===== config.mk =====
export PLATFORM = sky130hd
export DESIGN_NAME = freq_meter
export DESIGN_NICKNAME = d
export VERILOG_FILES = /design/src/rtl/freq_meter_pkg.sv /design/src/rtl/freq_meter_sync_edge_det.sv /design/src/rtl/freq_meter.sv
export SDC_FILE = /design/constraint.sdc
export NUM_CORES = 1
export LEC_CHECK = 0
export ABC_AREA = 1
export ABC_CLOCK_PERIOD_IN_PS = 2500
export BUFFER_PORTS_ARGS = -buffer_cell sky130_fd_sc_hd__clkbuf_2
export CORE_ASPECT_RATIO = 1.1
export CORE_MARGIN = 2
export CORE_UTILIZATION = 40
export CTS_CLUSTER_SIZE = 14
export DETAILED_ROUTE_END_ITERATION = 10
export PLACE_DENSITY = 0.55
export RECOVER_POWER = 25
export SYNTH_ARGS = -nofsm -noshare
export SYNTH_HDL_FRONTEND = slang
export SYNTH_SLANG_ARGS = --single-unit

===== constraint.sdc =====
create_clock -name clk_clk -period 2.5 [get_ports clk_clk]
set_input_delay 0.5 -clock clk_clk [delete_from_list [all_inputs] [get_ports clk_clk]]
set_output_delay 0.5 -clock clk_clk [all_outputs]
set_load 0.02 [all_outputs]

===== src/rtl/freq_meter_pkg.sv =====
// freq_meter_pkg: shared types and constants for the gated frequency meter.
//   state_e       : measurement FSM states (IDLE, MEASURE)
//   CNT_W_DEFAULT : default counter width used by the top level
//   CNT_MAX       : saturation value of a default-width counter
//   AVG_DEPTH     : number of window results combined by the optional
//                   averaging build (FREQ_METER_AVG_EN)
package freq_meter_pkg;

  typedef enum logic [0:0] {
    IDLE    = 1'b0,
    MEASURE = 1'b1
  } state_e;

  localparam int CNT_W_DEFAULT = 24;
  localparam logic [CNT_W_DEFAULT-1:0] CNT_MAX = {CNT_W_DEFAULT{1'b1}};
  localparam int AVG_DEPTH = 4;

endpackage


===== src/rtl/freq_meter_sync_edge_det.sv =====
// sync_edge_det: multi-flop synchronizer for an asynchronous input followed
// by a rising-edge detector. Reusable for any asynchronous line.
//   clk    : sampling clock
//   rst_n  : synchronous active-low reset (clears synchronizer and history)
//   d_in   : asynchronous input
//   rise   : high for one cycle when the synchronized input goes 0 -> 1
module sync_edge_det #(
  parameter int SYNC_STAGES = 2
) (
  input  logic clk,
  input  logic rst_n,
  input  logic d_in,
  output logic rise
);

  logic [SYNC_STAGES-1:0] sync_q;
  logic [SYNC_STAGES-1:0] sync_d;
  logic                   hist_q;
  logic                   hist_d;

  // Next-state for the synchronizer chain and the edge-history flop.
  always_comb begin
    sync_d = {sync_q[SYNC_STAGES-2:0], d_in};
    hist_d = sync_q[SYNC_STAGES-1];
  end

  // Synchronizer and history registers with synchronous reset.
  always_ff @(posedge clk) begin
    if (!rst_n) begin
      sync_q <= '0;
      hist_q <= 1'b0;
    end else begin
      sync_q <= sync_d;
      hist_q <= hist_d;
    end
  end

  // History runs continuously, so enabling a consumer never sees a stale edge.
  assign rise = sync_q[SYNC_STAGES-1] & ~hist_q;

endmodule


===== src/rtl/freq_meter.sv =====
// freq_meter: gated frequency counter. Counts rising edges of sig_in over
// back-to-back windows of GATE_CYCLES clocks and publishes each window's
// count on freq_out with a one-cycle freq_valid strobe.
//   clk_clk       : system clock
//   reset_reset_n : synchronous active-low reset
//   enable        : run measurement windows while high
//   sig_in        : asynchronous signal to measure
//   freq_out      : count of the last completed window (held)
//   freq_valid    : one-cycle pulse when freq_out updates
//   overflow      : last completed window saturated
//   busy          : high while in MEASURE
// Build option: define FREQ_METER_AVG_EN to publish the truncated mean of the
// last AVG_DEPTH window results instead of the raw count.
module freq_meter
  import freq_meter_pkg::*;
#(
  parameter int GATE_CYCLES = 50000000,
  parameter int CNT_W       = 24,
  parameter int SYNC_STAGES = 2
) (
  input  logic             clk_clk,
  input  logic             reset_reset_n,
  input  logic             enable,
  input  logic             sig_in,
  output logic [CNT_W-1:0] freq_out,
  output logic             freq_valid,
  output logic             overflow,
  output logic             busy
);

  localparam int GW = $clog2(GATE_CYCLES);
  localparam logic [GW-1:0]  GATE_LAST = GW'(GATE_CYCLES - 1);
  localparam logic [CNT_W:0] MAX_EXT   = {1'b0, {CNT_W{1'b1}}};

  state_e           state_q,      state_d;
  logic [GW-1:0]    gate_cnt_q,   gate_cnt_d;
  logic [CNT_W-1:0] edge_cnt_q,   edge_cnt_d;
  logic             ovf_win_q,    ovf_win_d;
  logic [CNT_W-1:0] freq_out_q,   freq_out_d;
  logic             freq_valid_q, freq_valid_d;
  logic             overflow_q,   overflow_d;

  logic             edge_rise_s;
  logic [CNT_W:0]   edge_sum_s;
  logic             edge_sat_s;
  logic [CNT_W-1:0] raw_cnt_s;
  logic             raw_ovf_s;
  logic             window_end_s;
  logic [CNT_W-1:0] pub_cnt_s;
  logic             pub_ovf_s;

  sync_edge_det #(
    .SYNC_STAGES(SYNC_STAGES)
  ) u_sync (
    .clk   (clk_clk),
    .rst_n (reset_reset_n),
    .d_in  (sig_in),
    .rise  (edge_rise_s)
  );

  // Saturating edge accumulation; the extra sum bit exposes the carry-out.
  always_comb begin
    edge_sum_s   = {1'b0, edge_cnt_q} + {{CNT_W{1'b0}}, edge_rise_s};
    edge_sat_s   = (edge_sum_s > MAX_EXT);
    if (edge_sat_s) begin
      raw_cnt_s = MAX_EXT[CNT_W-1:0];
    end else begin
      raw_cnt_s = edge_sum_s[CNT_W-1:0];
    end
    raw_ovf_s    = ovf_win_q | edge_sat_s;
    window_end_s = (state_q == MEASURE) && (gate_cnt_q == GATE_LAST);
  end

`ifdef FREQ_METER_AVG_EN
  // The newest result is raw_cnt_s itself, so only the previous
  // AVG_DEPTH-1 results need storage.
  localparam int HIST_N = AVG_DEPTH - 1;

  logic [CNT_W-1:0]  hist_cnt_q [HIST_N];
  logic [CNT_W-1:0]  hist_cnt_d [HIST_N];
  logic [HIST_N-1:0] hist_ovf_q;
  logic [HIST_N-1:0] hist_ovf_d;
  logic [CNT_W+1:0]  acc_s;
  logic              hist_clr_s;

  // Averaged publish value and history shift on window end.
  always_comb begin
    hist_clr_s = (state_q == IDLE) && enable;
    acc_s      = {2'b00, raw_cnt_s};
    pub_ovf_s  = raw_ovf_s;
    for (int i = 0; i < HIST_N; i++) begin
      acc_s     = acc_s + {2'b00, hist_cnt_q[i]};
      pub_ovf_s = pub_ovf_s | hist_ovf_q[i];
    end
    pub_cnt_s = acc_s[CNT_W+1:2];

    hist_cnt_d = hist_cnt_q;
    hist_ovf_d = hist_ovf_q;
    if (hist_clr_s) begin
      for (int i = 0; i < HIST_N; i++) begin
        hist_cnt_d[i] = '0;
      end
      hist_ovf_d = '0;
    end else if (window_end_s) begin
      hist_cnt_d[0] = raw_cnt_s;
      hist_ovf_d[0] = raw_ovf_s;
      for (int i = 1; i < HIST_N; i++) begin
        hist_cnt_d[i] = hist_cnt_q[i-1];
        hist_ovf_d[i] = hist_ovf_q[i-1];
      end
    end else begin
      hist_ovf_d = hist_ovf_q;
    end
  end

  // History registers with synchronous reset.
  always_ff @(posedge clk_clk) begin
    if (!reset_reset_n) begin
      for (int i = 0; i < HIST_N; i++) begin
        hist_cnt_q[i] <= '0;
      end
      hist_ovf_q <= '0;
    end else begin
      hist_cnt_q <= hist_cnt_d;
      hist_ovf_q <= hist_ovf_d;
    end
  end
`else
  assign pub_cnt_s = raw_cnt_s;
  assign pub_ovf_s = raw_ovf_s;
`endif

  // FSM next state, window counters and published outputs.
  always_comb begin
    state_d      = state_q;
    gate_cnt_d   = gate_cnt_q;
    edge_cnt_d   = edge_cnt_q;
    ovf_win_d    = ovf_win_q;
    freq_out_d   = freq_out_q;
    overflow_d   = overflow_q;
    freq_valid_d = 1'b0;
    case (state_q)
      IDLE: begin
        gate_cnt_d = '0;
        edge_cnt_d = '0;
        ovf_win_d  = 1'b0;
        if (enable) begin
          state_d = MEASURE;
        end else begin
          state_d = IDLE;
        end
      end
      MEASURE: begin
        if (window_end_s) begin
          // The final cycle's edge is folded in via raw_cnt_s.
          freq_out_d   = pub_cnt_s;
          overflow_d   = pub_ovf_s;
          freq_valid_d = 1'b1;
          gate_cnt_d   = '0;
          edge_cnt_d   = '0;
          ovf_win_d    = 1'b0;
          if (enable) begin
            state_d = MEASURE;
          end else begin
            state_d = IDLE;
          end
        end else if (!enable) begin
          // Partial window is discarded; published outputs hold.
          gate_cnt_d = '0;
          edge_cnt_d = '0;
          ovf_win_d  = 1'b0;
          state_d    = IDLE;
        end else begin
          gate_cnt_d = gate_cnt_q + GW'(1'b1);
          edge_cnt_d = raw_cnt_s;
          ovf_win_d  = raw_ovf_s;
        end
      end
      default: begin
        state_d    = IDLE;
        gate_cnt_d = '0;
        edge_cnt_d = '0;
        ovf_win_d  = 1'b0;
      end
    endcase
  end

  // State and output registers with synchronous reset.
  always_ff @(posedge clk_clk) begin
    if (!reset_reset_n) begin
      state_q      <= IDLE;
      gate_cnt_q   <= '0;
      edge_cnt_q   <= '0;
      ovf_win_q    <= 1'b0;
      freq_out_q   <= '0;
      freq_valid_q <= 1'b0;
      overflow_q   <= 1'b0;
    end else begin
      state_q      <= state_d;
      gate_cnt_q   <= gate_cnt_d;
      edge_cnt_q   <= edge_cnt_d;
      ovf_win_q    <= ovf_win_d;
      freq_out_q   <= freq_out_d;
      freq_valid_q <= freq_valid_d;
      overflow_q   <= overflow_d;
    end
  end

  assign freq_out   = freq_out_q;
  assign freq_valid = freq_valid_q;
  assign overflow   = overflow_q;
  assign busy       = (state_q == MEASURE);

endmodule


==> impl_metrics.xml, run 1 <==
<?xml version="1.0" encoding="UTF-8"?>
<metrics>
  <group name="sta">
    <metric name="timing.setup.tns" unit="ps">0</metric>
    <metric name="setup_slack" unit="ps">357.0</metric>
    <metric name="timing.max_slew.rel_slack" unit="">0.4074</metric>
    <metric name="unrepaired_setup_endpoints_after_global_routing" unit="">false</metric>
    <metric name="clock.fmax" unit="MHz">466.6</metric>
    <metric name="final-max-slew-violation-count" unit="">0</metric>
    <metric name="whs" unit="ps">318.5</metric>
    <metric name="timing.final.hold_violations" unit="">0</metric>
    <metric name="final_period_util" unit="">0.8572</metric>
    <metric name="worstMarginPinSlew" unit="ps">888.9</metric>
    <metric name="period_needed" unit="ps">2143</metric>
    <metric name="finalSetupViolations" unit="">0</metric>
    <metric name="fin_skew" unit="ps">13.24</metric>
  </group>
  <group name="setup_path">
    <metric name="crit_slowest_cell" unit="">dfxtp_1</metric>
    <metric name="reg2regPathDepth" unit="">13</metric>
    <metric name="worst_path_most_repeated_cell" unit="">nor2_1</metric>
    <metric name="setup.reg_to_reg.worst_slack" unit="ps">360</metric>
    <metric name="worst-path-buf-inv" unit="">3</metric>
    <metric name="crit_arrival" unit="ps">2450</metric>
    <metric name="worst_r2r_startpoint" unit="">u_sync.sync_q[1]$_SDFF_PN0_</metric>
    <metric name="timing.critical_path.fanout_max" unit="">36</metric>
    <metric name="crit_required" unit="ps">2810</metric>
    <metric name="crit_family" unit="">simple AND/OR/NAND/NOR gates</metric>
    <metric name="crit_type" unit="">flop to flop</metric>
    <metric name="crit_path_max_incr_delay" unit="ps">340</metric>
    <metric name="critical_path.cell_chain" unit="">inv_1 -&gt; nor2_1 -&gt; ha_1 -&gt; ha_1 -&gt; nand3_1 -&gt; inv_2 -&gt; nand2_2 -&gt; nor2_4 -&gt; nand3_2 -&gt; buf_12 -&gt; nand2_1 -&gt; nor2_1 -&gt; nor2_1</metric>
    <metric name="start_kind" unit="">flop</metric>
    <metric name="worstReg2RegEnd" unit="">freq_out[5]$_SDFFE_PN0P_</metric>
    <metric name="endpoint_kind_of_the_worst_setup_timing_path" unit="">flop</metric>
  </group>
  <group name="synth">
    <metric name="post_synth_and_or_nand_nor_area_fraction" unit="">0.3556</metric>
    <metric name="postSynthCellCount" unit="">591</metric>
    <metric name="synth_top_family_by_area" unit="">simple AND/OR/NAND/NOR gates</metric>
    <metric name="syn_area" unit="sq um">4050</metric>
    <metric name="share_of_synthesized_area_occupied_by_flip_flops_and_latches" unit="">0.4004</metric>
    <metric name="synth_adder_area_share" unit="">0.01236</metric>
    <metric name="synth_warnings" unit="">0</metric>
    <metric name="postSynthAreaPerCell" unit="sq um">6.853</metric>
    <metric name="multiplexer_fraction_of_the_synthesized_cell_area" unit="">0</metric>
    <metric name="synth.lib_cells_used.distinct" unit="">28</metric>
    <metric name="synthXorXnorAreaFrac" unit="">0.03244</metric>
    <metric name="synth_compound_gate_area_share" unit="">0.09731</metric>
    <metric name="post_synthesis_net_count" unit="">599</metric>
    <metric name="synth_seq_cells" unit="">81</metric>
  </group>
  <group name="finish">
    <metric name="design_area" unit="sq um">4464</metric>
    <metric name="drive_above_1_share" unit="">0.08931</metric>
    <metric name="area_growth" unit="%">10.23</metric>
    <metric name="final.fill_count" unit="">1047</metric>
    <metric name="final_cell_count_no_fill" unit="">747</metric>
    <metric name="fin_util" unit="">0.4536</metric>
    <metric name="antenna_cells" unit="">0</metric>
    <metric name="mostFrequentLayoutCell" unit="">nand2_1</metric>
    <metric name="final_cell_mix" unit="">nand2_1 (148), nor2_1 (108), dfxtp_1 (81)</metric>
    <metric name="final_net_count" unit="">630</metric>
  </group>
  <group name="global_routing">
    <metric name="grt_first_pass_wirelength" unit="microns">15450</metric>
    <metric name="antenna_violations_before_repair" unit="">0</metric>
    <metric name="vias_in_the_first_global_route" unit="">3381</metric>
    <metric name="grt.overflow.total" unit="">0</metric>
    <metric name="grt_util_all_layers" unit="">0.1794</metric>
    <metric name="grt_start_max_net_pins" unit="">37</metric>
  </group>
  <group name="clock_tree">
    <metric name="postcts_setup_bufs" unit="">0</metric>
    <metric name="htree_num_levels" unit="">3</metric>
    <metric name="cts_num_sinks" unit="">81</metric>
    <metric name="holdBufCountCts" unit="">0</metric>
    <metric name="cts_inserted_buffers" unit="">9</metric>
    <metric name="max-clock-path-buffers" unit="">2</metric>
    <metric name="cts_tree" unit="">yes</metric>
    <metric name="post_cts_clock_slew_at_the_launch_and_capture_registers_of_the_worst_setup_and_hold_paths" unit="ps">90</metric>
    <metric name="worstSkewPairLatency" unit="ps">370</metric>
    <metric name="resized_gates_after_cts" unit="">0</metric>
    <metric name="cts.root.buffer_cell" unit="">clkbuf_8</metric>
  </group>
  <group name="detailed_routing">
    <metric name="remaining_drc_errors" unit="">0</metric>
    <metric name="drtIter0Drc" unit="">96</metric>
    <metric name="viasPerCell" unit="">4.772</metric>
    <metric name="routed_wire_length_per_instance" unit="microns">12.21</metric>
    <metric name="dr.pass1.iters" unit="">4</metric>
    <metric name="detailroute.via_count" unit="">3565</metric>
    <metric name="route.antenna.remaining_nets" unit="">0</metric>
    <metric name="route.final.wire_length" unit="microns">9121</metric>
  </group>
  <group name="min_path">
    <metric name="min_from" unit="">sig_in</metric>
    <metric name="min-delay-path-class" unit="">input port to flop</metric>
    <metric name="worst_hold_path.num_cells" unit="">3</metric>
    <metric name="min_delay_worst_endpoint" unit="">u_sync.sync_q[0]$_SDFF_PN0_</metric>
  </group>
  <group name="placed_design">
    <metric name="placement.io_buffers" unit="">30</metric>
    <metric name="detailed_place_hpwl" unit="microns">6923</metric>
    <metric name="final_wtd_congestion" unit="">0.9061</metric>
    <metric name="placedInstanceArea" unit="sq um">4305</metric>
    <metric name="place_ws" unit="ps">365.1</metric>
    <metric name="dpl.cell_count" unit="">731</metric>
  </group>
  <group name="run">
    <metric name="drv.max_cap_violation_count" unit="">0</metric>
  </group>
  <group name="power">
    <metric name="total_switching_power" unit="mW">0.5307</metric>
    <metric name="netSwitchingFraction" unit="">0.2309</metric>
    <metric name="power_per_cell_area" unit="nW/um^2">514.8</metric>
    <metric name="seq_power_share" unit="">0.563</metric>
    <metric name="p_total" unit="mW">2.298</metric>
    <metric name="pwr-share-clk" unit="">0.423</metric>
    <metric name="leak_pwr" unit="nW">1.786</metric>
    <metric name="intPower" unit="mW">1.767</metric>
    <metric name="power.combinational.fraction" unit="">0.014</metric>
    <metric name="vdd_ir_drop_max" unit="uV">309.8</metric>
  </group>
  <group name="floorplan">
    <metric name="die_area" unit="sq um">10950</metric>
    <metric name="floorplan.initialDensity" unit="">0.4115</metric>
    <metric name="number_of_placement_rows" unit="">38</metric>
    <metric name="core-area" unit="sq um">9842</metric>
    <metric name="top_level_ports" unit="">31</metric>
    <metric name="die-width" unit="microns">99.94</metric>
    <metric name="chipHeight" unit="microns">109.5</metric>
  </group>
  <group name="run_status">
    <metric name="status" unit="">complete, no violations</metric>
  </group>
</metrics>
[final cells by class]
| type | instances | area, sq um | share of cell area |
|---|---|---|---|
| repair buffers | 36 | 198.9 | 0.04456 |
| multi-input cells | 418 | 2016 | 0.4515 |
| well taps | 120 | 150.1 | 0.03363 |
| flip-flops and latches | 81 | 1622 | 0.3632 |
| clock inverters | 6 | 65.06 | 0.01457 |
| inverters | 76 | 285.3 | 0.06390 |
| clock buffers | 10 | 127.6 | 0.02859 |
[worst min-delay path, cell delays in order]
cell,delay [ps]
clkbuf_2,80
nand2_1,40
inv_1,40
[sequential cells by signal, indices dropped and copies added, names as in the netlist]
| signal | cells |
|---|---|
| freq_out | 24 |
| u_sync.sync_q | 2 |
| ovf_win_q | 1 |
| gate_cnt_q | 26 |
| freq_valid | 1 |
| u_sync.hist_q | 1 |
| busy | 1 |
| overflow | 1 |
| edge_cnt_q | 24 |
[synthesized netlist by cell type (all sizes together)]
| library cell | count | area share |
|---|---|---|
| nor2 | 117 | 0.13 |
| buf | 14 | 0.030 |
| nand3b | 5 | 0.0093 |
| nor3 | 11 | 0.014 |
| nand4 | 7 | 0.011 |
| nor3b | 2 | 0.0037 |
| nand2 | 153 | 0.15 |
| inv | 76 | 0.070 |
| dfxtp | 81 | 0.40 |
| xor2 | 10 | 0.022 |
| clkbuf | 2 | 0.0019 |
| o21bai | 3 | 0.0056 |
| o21ai | 24 | 0.030 |
| a21oi | 45 | 0.062 |
| xnor2 | 5 | 0.011 |
| ha | 4 | 0.012 |
| nand3 | 32 | 0.045 |
[how the worst max path moves through the flow]
stage	endpoint	start	slack [ps]	cells past startpoint
after global routing	freq_out[10]$_SDFFE_PN0P_	u_sync.sync_q[1]$_SDFF_PN0_	110	13
after detailed placement	freq_out[5]$_SDFFE_PN0P_	u_sync.sync_q[1]$_SDFF_PN0_	370	13
after CTS	freq_out[5]$_SDFFE_PN0P_	u_sync.sync_q[1]$_SDFF_PN0_	340	13
after global placement	freq_out[5]$_SDFFE_PN0P_	u_sync.sync_q[1]$_SDFF_PN0_	430	13
after floorplan	edge_cnt_q[18]$_SDFF_PP0_	u_sync.sync_q[1]$_SDFF_PN0_	780	12
final	freq_out[5]$_SDFFE_PN0P_	u_sync.sync_q[1]$_SDFF_PN0_	360	13
[routing by layer]
metal / global-route usage / share of wire / vias to the layer above
li1: - / - / 1907
met1: 0.1991 / 0.44 / 1579
met2: 0.3292 / 0.51 / 60
met3: 0.04323 / 0.031 / 19
met4: 0.07339 / 0.025 / 0
met5: 0 / 0 / -
[cell families after synthesis]
kind of cell             after synthesis
XOR/XNOR                              15
adder cells (fa/ha/maj)                4
buffers and inverters                 92
flip-flops                            81
AO/OA/AOI/OAI                         72
AND/OR/NAND/NOR                      327
[power by group through the flow]
stage | combinational [mW] | clock, mW | sequential [mW]
3_5_place_dp | 0.0342 | 0 | 1.33
2_1_floorplan | 0.0193 | 0 | 1.33
3_3_place_gp | 0.0339 | 0 | 1.33
4_1_cts | 0.0343 | 1.00 | 1.29
5_1_grt | 0.0359 | 1.06 | 1.30
6_report | 0.0325 | 0.971 | 1.29
No activity file was read; power rests on OpenSTA's default activity.
==> run 2: changes to the inputs <==
--- a/config.mk
+++ b/config.mk
@@ -15,6 +15,7 @@
 export DETAILED_ROUTE_END_ITERATION = 10
 export PLACE_DENSITY = 0.55
 export RECOVER_POWER = 25
+export REMOVE_ABC_BUFFERS = 1
 export SYNTH_ARGS = -nofsm -noshare
 export SYNTH_HDL_FRONTEND = slang
 export SYNTH_SLANG_ARGS = --single-unit
==> run 2 against run 1 <==
Effect of this change: final cell count did not move; register-to-register slack better by 180 ps; clock power is essentially flat; total power up 1.4%; non-clock buffer count up 1; die area is the same; flip-flop and latch count did not move; clock skew rose by 5.3 ps; via count up 0.20%; sequential power about the same; critical endpoint is now freq_out[9]$_SDFFE_PN0P_.
==> impl_metrics.xml, run 2 (synthesis gave the netlist of run 1 again) <==
<?xml version="1.0" encoding="UTF-8"?>
<metrics>
  <group name="run_status">
    <metric name="status" unit="">complete, no violations</metric>
  </group>
  <group name="setup_path">
    <metric name="endpoint_kind_of_the_worst_setup_timing_path" unit="">flop</metric>
    <metric name="setup.reg_to_reg.worst_slack" unit="ps">530</metric>
    <metric name="crit_type" unit="">flop to flop</metric>
    <metric name="crit_path_end" unit="">freq_out[9]$_SDFFE_PN0P_</metric>
    <metric name="reg2regPathDepth" unit="">13</metric>
    <metric name="crit_arrival" unit="ps">2250</metric>
    <metric name="timing.critical_path.fanout_max" unit="">29</metric>
    <metric name="worstReg2RegEnd" unit="">freq_out[9]$_SDFFE_PN0P_</metric>
    <metric name="worst_r2r_startpoint" unit="">u_sync.sync_q[1]$_SDFF_PN0_</metric>
    <metric name="start_kind" unit="">flop</metric>
    <metric name="crit_required" unit="ps">2780</metric>
    <metric name="crit_path_start" unit="">u_sync.sync_q[1]$_SDFF_PN0_</metric>
  </group>
  <group name="floorplan">
    <metric name="die_area" unit="sq um">10950</metric>
    <metric name="chipHeight" unit="microns">109.5</metric>
    <metric name="top_level_ports" unit="">31</metric>
    <metric name="floorplan.initialDensity" unit="">0.4115</metric>
    <metric name="die-width" unit="microns">99.94</metric>
    <metric name="number_of_placement_rows" unit="">38</metric>
    <metric name="core-area" unit="sq um">9842</metric>
  </group>
  <group name="placed_design">
    <metric name="dpl.cell_count" unit="">732</metric>
    <metric name="final_wtd_congestion" unit="">0.8802</metric>
    <metric name="detailed_place_hpwl" unit="microns">7042</metric>
    <metric name="placement.io_buffers" unit="">30</metric>
    <metric name="place_ws" unit="ps">547.0</metric>
  </group>
  <group name="detailed_routing">
    <metric name="remaining_drc_errors" unit="">0</metric>
    <metric name="drtIter0Drc" unit="">55</metric>
    <metric name="routed_wire_length_per_instance" unit="microns">12.43</metric>
    <metric name="viasPerCell" unit="">4.782</metric>
    <metric name="detailroute.via_count" unit="">3572</metric>
    <metric name="route.final.wire_length" unit="microns">9282</metric>
    <metric name="dr.pass1.iters" unit="">4</metric>
    <metric name="route.antenna.remaining_nets" unit="">0</metric>
  </group>
  <group name="finish">
    <metric name="final-seq-area" unit="sq um">1622</metric>
    <metric name="regMostFlops" unit="">gate_cnt_q</metric>
    <metric name="final_net_count" unit="">631</metric>
    <metric name="area_growth" unit="%">10.04</metric>
    <metric name="final_cell_mix" unit="">nand2_1 (148), nor2_1 (108), dfxtp_1 (81)</metric>
    <metric name="fin_util" unit="">0.4528</metric>
    <metric name="multiInputGateArea" unit="sq um">2016</metric>
    <metric name="drive_above_1_share" unit="">0.09091</metric>
    <metric name="final.fill_count" unit="">1063</metric>
    <metric name="largest_register_ffs" unit="">26</metric>
    <metric name="antenna_cells" unit="">0</metric>
    <metric name="mostFrequentLayoutCell" unit="">nand2_1</metric>
    <metric name="final_cell_count_no_fill" unit="">747</metric>
  </group>
  <group name="power">
    <metric name="p_total" unit="mW">2.331</metric>
    <metric name="leak_pwr" unit="nW">1.784</metric>
    <metric name="vdd_ir_drop_max" unit="uV">264.5</metric>
    <metric name="power_per_cell_area" unit="nW/um^2">523.0</metric>
  </group>
  <group name="clock_tree">
    <metric name="htree_num_levels" unit="">3</metric>
    <metric name="cts_tree" unit="">yes</metric>
    <metric name="cts.root.buffer_cell" unit="">clkbuf_8</metric>
    <metric name="max-clock-path-buffers" unit="">2</metric>
    <metric name="cts_inserted_buffers" unit="">9</metric>
    <metric name="post_cts_clock_slew_at_the_launch_and_capture_registers_of_the_worst_setup_and_hold_paths" unit="ps">90</metric>
    <metric name="resized_gates_after_cts" unit="">0</metric>
    <metric name="postcts_setup_bufs" unit="">0</metric>
    <metric name="holdBufCountCts" unit="">0</metric>
    <metric name="cts_num_sinks" unit="">81</metric>
    <metric name="worstSkewPairLatency" unit="ps">350</metric>
  </group>
  <group name="global_routing">
    <metric name="grt_first_pass_wirelength" unit="microns">15910</metric>
    <metric name="vias_in_the_first_global_route" unit="">3483</metric>
    <metric name="grt_start_max_net_pins" unit="">30</metric>
    <metric name="grt.overflow.total" unit="">0</metric>
    <metric name="grt_util_all_layers" unit="">0.1834</metric>
    <metric name="antenna_violations_before_repair" unit="">0</metric>
  </group>
  <group name="sta">
    <metric name="final_period_util" unit="">0.7861</metric>
    <metric name="finalSetupViolations" unit="">0</metric>
    <metric name="timing.final.hold_violations" unit="">0</metric>
    <metric name="fin_skew" unit="ps">18.54</metric>
    <metric name="timing.setup.tns" unit="ps">0</metric>
    <metric name="clock.fmax" unit="MHz">508.9</metric>
    <metric name="worstMarginPinSlew" unit="ps">941.1</metric>
    <metric name="period_needed" unit="ps">1965</metric>
    <metric name="setup_slack" unit="ps">534.8</metric>
    <metric name="final-max-slew-violation-count" unit="">0</metric>
    <metric name="unrepaired_setup_endpoints_after_global_routing" unit="">false</metric>
    <metric name="timing.max_slew.rel_slack" unit="">0.3726</metric>
  </group>
  <group name="run">
    <metric name="drv.max_cap_violation_count" unit="">0</metric>
  </group>
  <group name="min_path">
    <metric name="min-delay-path-class" unit="">input port to flop</metric>
    <metric name="worst_hold_path.num_cells" unit="">3</metric>
  </group>
</metrics>
run 2: changes by cell type in the layout (fill, tap and decap cells not counted), sizes merged:
cell | previous run | this run
buf | 5 | 6
inv | 78 | 77
clkinv | 2 | 1
clkbuf | 41 | 42
run 2: area by class of cell:
type | count | area share
Clock buffer | 11 | 0.03397
Clock inverter | 4 | 0.01151
Inverter | 76 | 0.06401
Multi-Input combinational cell | 418 | 0.4523
Sequential cell | 81 | 0.3638
Tap cell | 120 | 0.03369
Timing Repair Buffer | 37 | 0.04071
run 2: worst min path at each step:
stage	from	to	slack [ps]
6_report	sig_in	u_sync.sync_q[0]$_SDFF_PN0_	340
5_1_grt	sig_in	u_sync.sync_q[0]$_SDFF_PN0_	330
4_1_cts	sig_in	u_sync.sync_q[0]$_SDFF_PN0_	340
3_5_place_dp	u_sync.sync_q[0]$_SDFF_PN0_	u_sync.sync_q[1]$_SDFF_PN0_	410
3_3_place_gp	u_sync.sync_q[0]$_SDFF_PN0_	u_sync.sync_q[1]$_SDFF_PN0_	400
2_1_floorplan	u_sync.sync_q[0]$_SDFF_PN0_	u_sync.sync_q[1]$_SDFF_PN0_	390
run 2: where the power goes:
part	leakage, nW	internal (mW)	switching [mW]
Clock	0.102	0.513	0.492
Sequential	0.653	1.29	0.00276
Combinational	1.03	0.00838	0.0227
Total	1.78	1.81	0.517
run 2: per-stage QoR:
stage / hold slack [ps] / instance area (sq um)
global route: 329.5 / 4457
detailed placement: 405.5 / 4288
global placement: 399.1 / 4288
finish: 340.9 / 4457
CTS: 336.5 / 4491
floorplan: 390.0 / 3923
run 2: per-layer routing:
| metal | vias to the layer above | global-route usage | routed length [microns] |
|---|---|---|---|
| met1 | 1601 | 0.2098 | 4112 |
| met2 | 46 | 0.3354 | 4655 |
| li1 | 1907 | - | - |
| met5 | - | 0 | 0 |
| met3 | 18 | 0.03433 | 257 |
| met4 | 0 | 0.07632 | 257 |
run 2: critical path, cell delays in order (launching register included):
cell and delay, ps:
dfxtp_1 330, inv_1 40, nor2_1 130, ha_1 170
ha_1 170, nand3_1 130, inv_2 110, nand2_2 90
nor2_4 120, nand3_2 90, buf_4 250, nand2_1 110
nor2_1 40, nor2_1 90
